**src/rtl/instr_queue.sv**
```systemverilog
// instr_queue: decoupling FIFO between the fetcher and the decoder.
// Holds {instruction, PC, predicted-taken} entries in a circular buffer and
// presents the oldest one to the decoder over a valid/ready handshake.
// A misbranch flush empties the queue; a push into a full queue without a
// simultaneous pop is dropped and recorded in a sticky overflow flag.
// Optional feature: define IQ_BYPASS_EN to let a fetch into an empty queue
// reach the decoder outputs in the same cycle.
module instr_queue #(
    parameter int DATA_WIDTH = 32,
    parameter int DEPTH      = 16,
    parameter int PTR_W      = $clog2(DEPTH)
) (
    input  logic                  clk,
    input  logic                  rst,
    input  logic                  rdy,
    input  logic                  in_fetch_valid,
    input  logic [DATA_WIDTH-1:0] in_fetch_instr,
    input  logic [DATA_WIDTH-1:0] in_fetch_pc,
    input  logic                  in_fetch_jump,
    output logic                  out_iq_idle,
    output logic                  out_dec_valid,
    output logic [DATA_WIDTH-1:0] out_dec_instr,
    output logic [DATA_WIDTH-1:0] out_dec_pc,
    output logic                  out_dec_jump,
    input  logic                  in_dec_ready,
    input  logic                  in_misbranch,
    output logic [PTR_W:0]        out_count,
    output logic                  out_overflow
);

    localparam logic [PTR_W:0]   FULL_COUNT = (PTR_W + 1)'(DEPTH);
    localparam logic [PTR_W:0]   IDLE_LIMIT = (PTR_W + 1)'(DEPTH - 1);
    localparam logic [PTR_W:0]   COUNT_ONE  = (PTR_W + 1)'(1);
    localparam logic [PTR_W-1:0] PTR_ONE    = PTR_W'(1);

    logic [DATA_WIDTH-1:0] instrMem_q [DEPTH];
    logic [DATA_WIDTH-1:0] pcMem_q    [DEPTH];
    logic [DEPTH-1:0]      jumpMem_q;

    logic [PTR_W-1:0] headPtr_q, headPtr_d;
    logic [PTR_W-1:0] tailPtr_q, tailPtr_d;
    logic [PTR_W:0]   count_q, count_d;
    logic             overflow_q, overflow_d;

    logic queueValid;
    logic queueFull;
    logic pushReq;
    logic popReq;
    logic flushReq;
    logic bypassActive;
    logic bypassConsume;
    logic doPush;
    logic doPop;
    logic pushDropped;

    assign queueValid = (count_q != '0);
    assign queueFull  = (count_q == FULL_COUNT);

`ifdef IQ_BYPASS_EN
    // An empty queue forwards the incoming fetch straight to the decoder.
    assign bypassActive = (count_q == '0) & in_fetch_valid & rdy & ~in_misbranch;
`else
    assign bypassActive = 1'b0;
`endif

    // An entry taken by the decoder in its bypass cycle never touches storage.
    assign bypassConsume = bypassActive & in_dec_ready;

    assign flushReq    = rdy & in_misbranch;
    assign pushReq     = rdy & in_fetch_valid & ~in_misbranch;
    assign popReq      = rdy & out_dec_valid & in_dec_ready & ~in_misbranch;
    assign doPush      = pushReq & (~queueFull | popReq) & ~bypassConsume;
    assign doPop       = popReq & ~bypassConsume;
    assign pushDropped = pushReq & queueFull & ~popReq;

    // Decoder-facing view of the head entry, overridden by the bypass path when enabled.
    always_comb begin
        out_dec_valid = queueValid;
        out_dec_instr = instrMem_q[headPtr_q];
        out_dec_pc    = pcMem_q[headPtr_q];
        out_dec_jump  = jumpMem_q[headPtr_q];
`ifdef IQ_BYPASS_EN
        if (bypassActive) begin
            out_dec_valid = 1'b1;
            out_dec_instr = in_fetch_instr;
            out_dec_pc    = in_fetch_pc;
            out_dec_jump  = in_fetch_jump;
        end
`endif
    end

    // One slot of slack covers the fetcher's registered push that follows its idle sample.
    assign out_iq_idle  = (count_q < IDLE_LIMIT);
    assign out_count    = count_q;
    assign out_overflow = overflow_q;

    // Next pointers and occupancy; a flush overrides any same-cycle push or pop.
    always_comb begin
        headPtr_d  = headPtr_q;
        tailPtr_d  = tailPtr_q;
        count_d    = count_q;
        overflow_d = overflow_q | pushDropped;
        if (flushReq) begin
            headPtr_d = '0;
            tailPtr_d = '0;
            count_d   = '0;
        end else begin
            if (doPush) begin
                tailPtr_d = tailPtr_q + PTR_ONE;
            end
            if (doPop) begin
                headPtr_d = headPtr_q + PTR_ONE;
            end
            case ({doPush, doPop})
                2'b10:   count_d = count_q + COUNT_ONE;
                2'b01:   count_d = count_q - COUNT_ONE;
                default: count_d = count_q;
            endcase
        end
    end

    // Control state with asynchronous active-low reset.
    always_ff @(posedge clk or negedge rst) begin
        if (!rst) begin
            headPtr_q  <= '0;
            tailPtr_q  <= '0;
            count_q    <= '0;
            overflow_q <= 1'b0;
        end else begin
            headPtr_q  <= headPtr_d;
            tailPtr_q  <= tailPtr_d;
            count_q    <= count_d;
            overflow_q <= overflow_d;
        end
    end

    // Entry storage is not reset; valid gating hides stale contents.
    always_ff @(posedge clk) begin
        if (doPush) begin
            instrMem_q[tailPtr_q] <= in_fetch_instr;
            pcMem_q[tailPtr_q]    <= in_fetch_pc;
            jumpMem_q[tailPtr_q]  <= in_fetch_jump;
        end
    end

endmodule

```
**config.mk**
```make
export PLATFORM = sky130hd
export DESIGN_NAME = instr_queue
export DESIGN_NICKNAME = d
export VERILOG_FILES = /design/src/rtl/instr_queue.sv
export SDC_FILE = /design/constraint.sdc
export NUM_CORES = 1
export LEC_CHECK = 0
export ABC_CLOCK_PERIOD_IN_PS = 7010
export BUFFER_PORTS_ARGS = -buffer_cell sky130_fd_sc_hd__buf_4
export CAP_MARGIN = 20
export CORE_MARGIN = 2
export CORE_UTILIZATION = 49
export CTS_CLUSTER_DIAMETER = 100
export CTS_CLUSTER_SIZE = 24
export DETAILED_ROUTE_END_ITERATION = 8
export GPL_TIMING_DRIVEN = 0
export PLACE_DENSITY = 0.7
export SYNTH_ARGS = -nofsm -noshare
export SYNTH_HDL_FRONTEND = slang
export SYNTH_SLANG_ARGS = --single-unit
export TNS_END_PERCENT = 50
```
**constraint.sdc**
```tcl
create_clock -name clk -period 7.01 [get_ports clk]
set_input_delay 0.701 -clock clk [delete_from_list [all_inputs] [get_ports clk]]
set_output_delay 0.701 -clock clk [all_outputs]
set_load 0.01 [all_outputs]
```
==> metrics.sh <==
OUTCOME='completed'
CLK_LATENCY_PS=630
CRITPATHTOPFAMILY='buffers and inverters'
DRT_DRC_VIOLATIONS_LEFT=0
SYNTH-SEQ-AREA-SHARE_PCT=77.8
SYNTHESIS.INSTANCES=1993
WORST_CLOCK_SKEW_PS=17.6
DRV.MAX_CAP_VIOLATION_COUNT=0
CTS.HTREE.LEVELS=2
TIMING.CRITICAL_PATH.REQUIRED_PS=6310
PWR-SHARE-SEQ_PCT=55.6
DIE-AREA_UM2=85100
NUMCLOCKSINKS=1054
TOTAL_LEAKAGE_POWER_uW=0.0142
PIN_COUNT=144
SYNTH_ENABLE_FLOP_CELLS=1040
GRT_PASS1_VIAS=21000
SYNTH_FP_NETS=2073
FMAXACHIEVABLE_MHz=243
CRIT_PATH_MAX_INCR_DELAY_PS=790
DR.FIRST_ITER.DRC_COUNT=2068
PIN_COUNT_OF_THE_BIGGEST_NET_ENTERING_GLOBAL_ROUTING=27
NUMBER_OF_HOLD_VIOLATIONS_IN_THE_FINAL_REPORT=0
VIAS=20600
COMBPWRFRAC_PCT=18.9
DETAIL-ROUTE-ANTENNA-NETS=0
GRT_SETUP_UNREPAIRED='false'
SWITCHING_SHARE_PCT=25.2
INTPOWER_uW=9440
FP-ROW-COUNT=105
SYNTH.CELL_AREA_UM2=40600
SETUP.WORST_PATH.CLASS='flip-flop to primary output'
FLOORPLAN.INITIALDENSITY_PCT=49.5
CELL_VARIETY_AFTER_SYNTH=51
CTSROOTBUFFERMASTER='sky130_fd_sc_hd__clkbuf_16'
MAX-CLOCK-PATH-BUFFERS=3
CP_DATA_ARRIVAL_TIME_PS=3410
POST_DRT_VIA_CELL_RATIO=6.17
SYNTH_TOP_FLOP_CELL='sky130_fd_sc_hd__edfxtp_1'
SYNTH_SEQ_CELLS=1054
DR.PASS1.ITERS=7
FINALCOREUTILIZATION_PCT=55.5
CTS_BUFFERS=50
FINAL-SETUP-VIOL-COUNT=0
SYNTH-ASYNC-RESET-RATIO_PCT=1.33
NUM-NETS-FINAL=2330
GRT_PASS1_WL_MM=137
CRIT_BUF_INV=4
CRITICAL_PATH_FANOUT_MAX=10
SYNTHTOLAYOUTAREAGROWTH_PCT=12.2
FINALWORSTPATHREQUIREDPERIOD_PS=4110
AVGROUTEDWIREPERCELL_UM=28.1
TOTAL_POWER_uW=12600
POWER_PER_CELL_AREA_nW_PER_UM2=277
PORTBUFFERS=142
SYNTHESIS.YOSYS.WARNINGS=0
GRTUSAGETOTAL_PCT=21.8
WORST_SETUP_PATH_END_KIND='primary output'
REGISTER_CLOCK_PIN_SLEW_ON_THE_REPORTED_WORST_SETUP_AND_HOLD_PATHS_PS=100
SHARE_CLK_OF_TOTAL_POWER_PCT=25.5
CTS-RESIZED-GATES=0
TRITONCTS='yes'
MAXSLEWHEADROOM_PCT=29.9
HOLD_CLASS='input pin to flip-flop'
FIN_HOLD_WS_PS=360
TIMING.CRITICAL_PATH.FROM_TYPE='flip-flop'
HPWL_MM=61.4
AVGSYNTHCELLAREA_UM2=20.4
CP_CELL_SEQUENCE='buf_2, buf_2, clkbuf_1, mux4_2, a22oi_1, nand2_1, buf_4'
FP.DIEW_UM=292
DIE_HEIGHT_UM=292
FINAL_MIN_PERIOD_OVER_CLOCK_PERIOD_PCT=58.7
FINALSETUPTNS_PS=0
SWITCHING_POWER_uW=3190
PLACED_CELLS=3267
ROUTABILITYCONGESTION=0.769
LAYOUT-DRIVE-GT1-SHARE_PCT=20.9
GRT_OVERFLOW=0
VDD.IR_DROP.WORST_V=0.000171
MAXSLEWVIOLCOUNT=0
TIMING_WORST_SLEW_PIN_VALUE_PS=1050
CORE_AREA_UM2=82000
CRITICAL-PATH-TOP-CELL-BY-COUNT='sky130_fd_sc_hd__buf_2'
INITIAL_ANTENNA_VIOLATION_COUNT=6
ROUTED_WIRE_LENGTH_MM=93.8
NUMBER_OF_CELLS_IN_THE_FINISHED_LAYOUT_APART_FROM_FILLERS=3337
CRITPATHSLOWESTCELL='sky130_fd_sc_hd__clkbuf_1'
state kept, by name, indices dropped and copies added, names as in the netlist:
register and count:
instrMem_q 512, pcMem_q 512, jumpMem_q 16, out_count 5, headPtr_q 4, tailPtr_q 4
out_overflow 1
placed cells by master, fill, tap and decap left out, drive strengths merged, types with 3 or more instances in the layout:
cell	n
nand2	75
mux4	130
ha	8
a21oi	3
inv	13
nor2	21
xor2	3
edfxtp	1040
mux2i	262
buf	267
clkbuf	111
nand2b	5
a221oi	130
nor3	4
diode	4
a22oi	65
o21ai	69
dfrtp	14
nand3	4
nor2b	4
layout make-up:
class | count | area (um2)
Antenna cell | 4 | 10.0
Inverter | 11 | 41.3
Timing Repair Buffer | 205 | 2100
Clock buffer | 62 | 1360
Buffer | 112 | 513
Sequential cell | 1054 | 31600
Fill cell | 6149 | 36500
Tap cell | 1070 | 1340
Clock inverter | 3 | 30.0
Multi-Input combinational cell | 816 | 8560
stage by stage:
step	worst slack (ps)	cell area (um2)
2_1_floorplan	517	40600
3_3_place_gp	-4880	43000
3_5_place_dp	3480	44100
4_1_cts	2890	45500
5_1_grt	2720	45500
6_report	2900	45500
power by group through the flow:
stage	clock network, uW	registers [uW]	logic [uW]
after floorplan	0	7170	1540
after CTS	3260	7020	2430
after detailed placement	0	7160	2430
after global placement	0	7180	2360
after global routing	3480	7030	2560
final	3220	7020	2390
worst paths after layout:
path                                          startpoint                          end  slack, ps  depth (start not counted)
worst max-delay path            headPtr_q[1]$_DFFE_PN0P_               out_dec_pc[29]       2900                          7
worst min-delay path                   in_fetch_instr[6]  instrMem_q[10][6]$_DFFE_PP_        360                          1
worst max register to register  out_count[4]$_DFFE_PN0P_      pcMem_q[0][6]$_DFFE_PP_       3760                          7
worst min register to register    out_overflow$_DFF_PN0_       out_overflow$_DFF_PN0_        510                          1
max in group asynchronous                            rst     headPtr_q[0]$_DFFE_PN0P_       6360                          2
min in group asynchronous                            rst     out_count[4]$_DFFE_PN0P_        460                          2
repair_timing:
action | 4_1_cts | 5_1_grt
hold endpoints to repair | 14 | 0
hold buffers | 1 | 0
setup buffers | 0 | 0
Yosys cell counts (all sizes together), types with 2 or more instances:
| cell type | number | area, um2 |
|---|---|---|
| o311ai | 2 | 35.0 |
| o21ai | 69 | 345 |
| xor2 | 3 | 26.3 |
| and3b | 2 | 17.5 |
| xnor2 | 2 | 17.5 |
| nand2b | 5 | 31.3 |
| and2 | 2 | 13.8 |
| o2111ai | 2 | 17.5 |
| a221oi | 130 | 1140 |
| mux4 | 130 | 2930 |
| edfxtp | 1040 | 31200 |
| ha | 8 | 100 |
| clkbuf | 49 | 184 |
| nor2b | 4 | 25.0 |
| nor2 | 21 | 78.8 |
| buf | 63 | 329 |
| nand4 | 2 | 12.5 |
| inv | 11 | 41.3 |
| nand2 | 75 | 282 |
| o211ai | 2 | 33.8 |
| a21oi | 3 | 15.0 |
| nor3 | 4 | 20.0 |
| nand3 | 4 | 20.0 |
| a22oi | 65 | 488 |
| mux2i | 262 | 2620 |
| dfrtp | 14 | 350 |
layer usage:
layer | vias up | routed length (um) | track usage [%]
li1 | 8818 | - | -
met1 | 10900 | 37700 | 29.4
met2 | 782 | 47200 | 37.5
met3 | 144 | 6430 | 3.30
met4 | 6 | 2340 | 5.68
met5 | - | 36 | 0
cell families after synthesis:
kind of cell | count (synthesis) | synth area share [%]
compound gates | 286 | 5.38
xor+xnor | 5 | 0.108
fa+ha+maj | 9 | 0.296
buf+inv | 123 | 1.37
flops | 1054 | 77.8
mux | 393 | 13.7
simple gates | 123 | 1.33
Note: power is estimated with default switching activity, not from simulation.
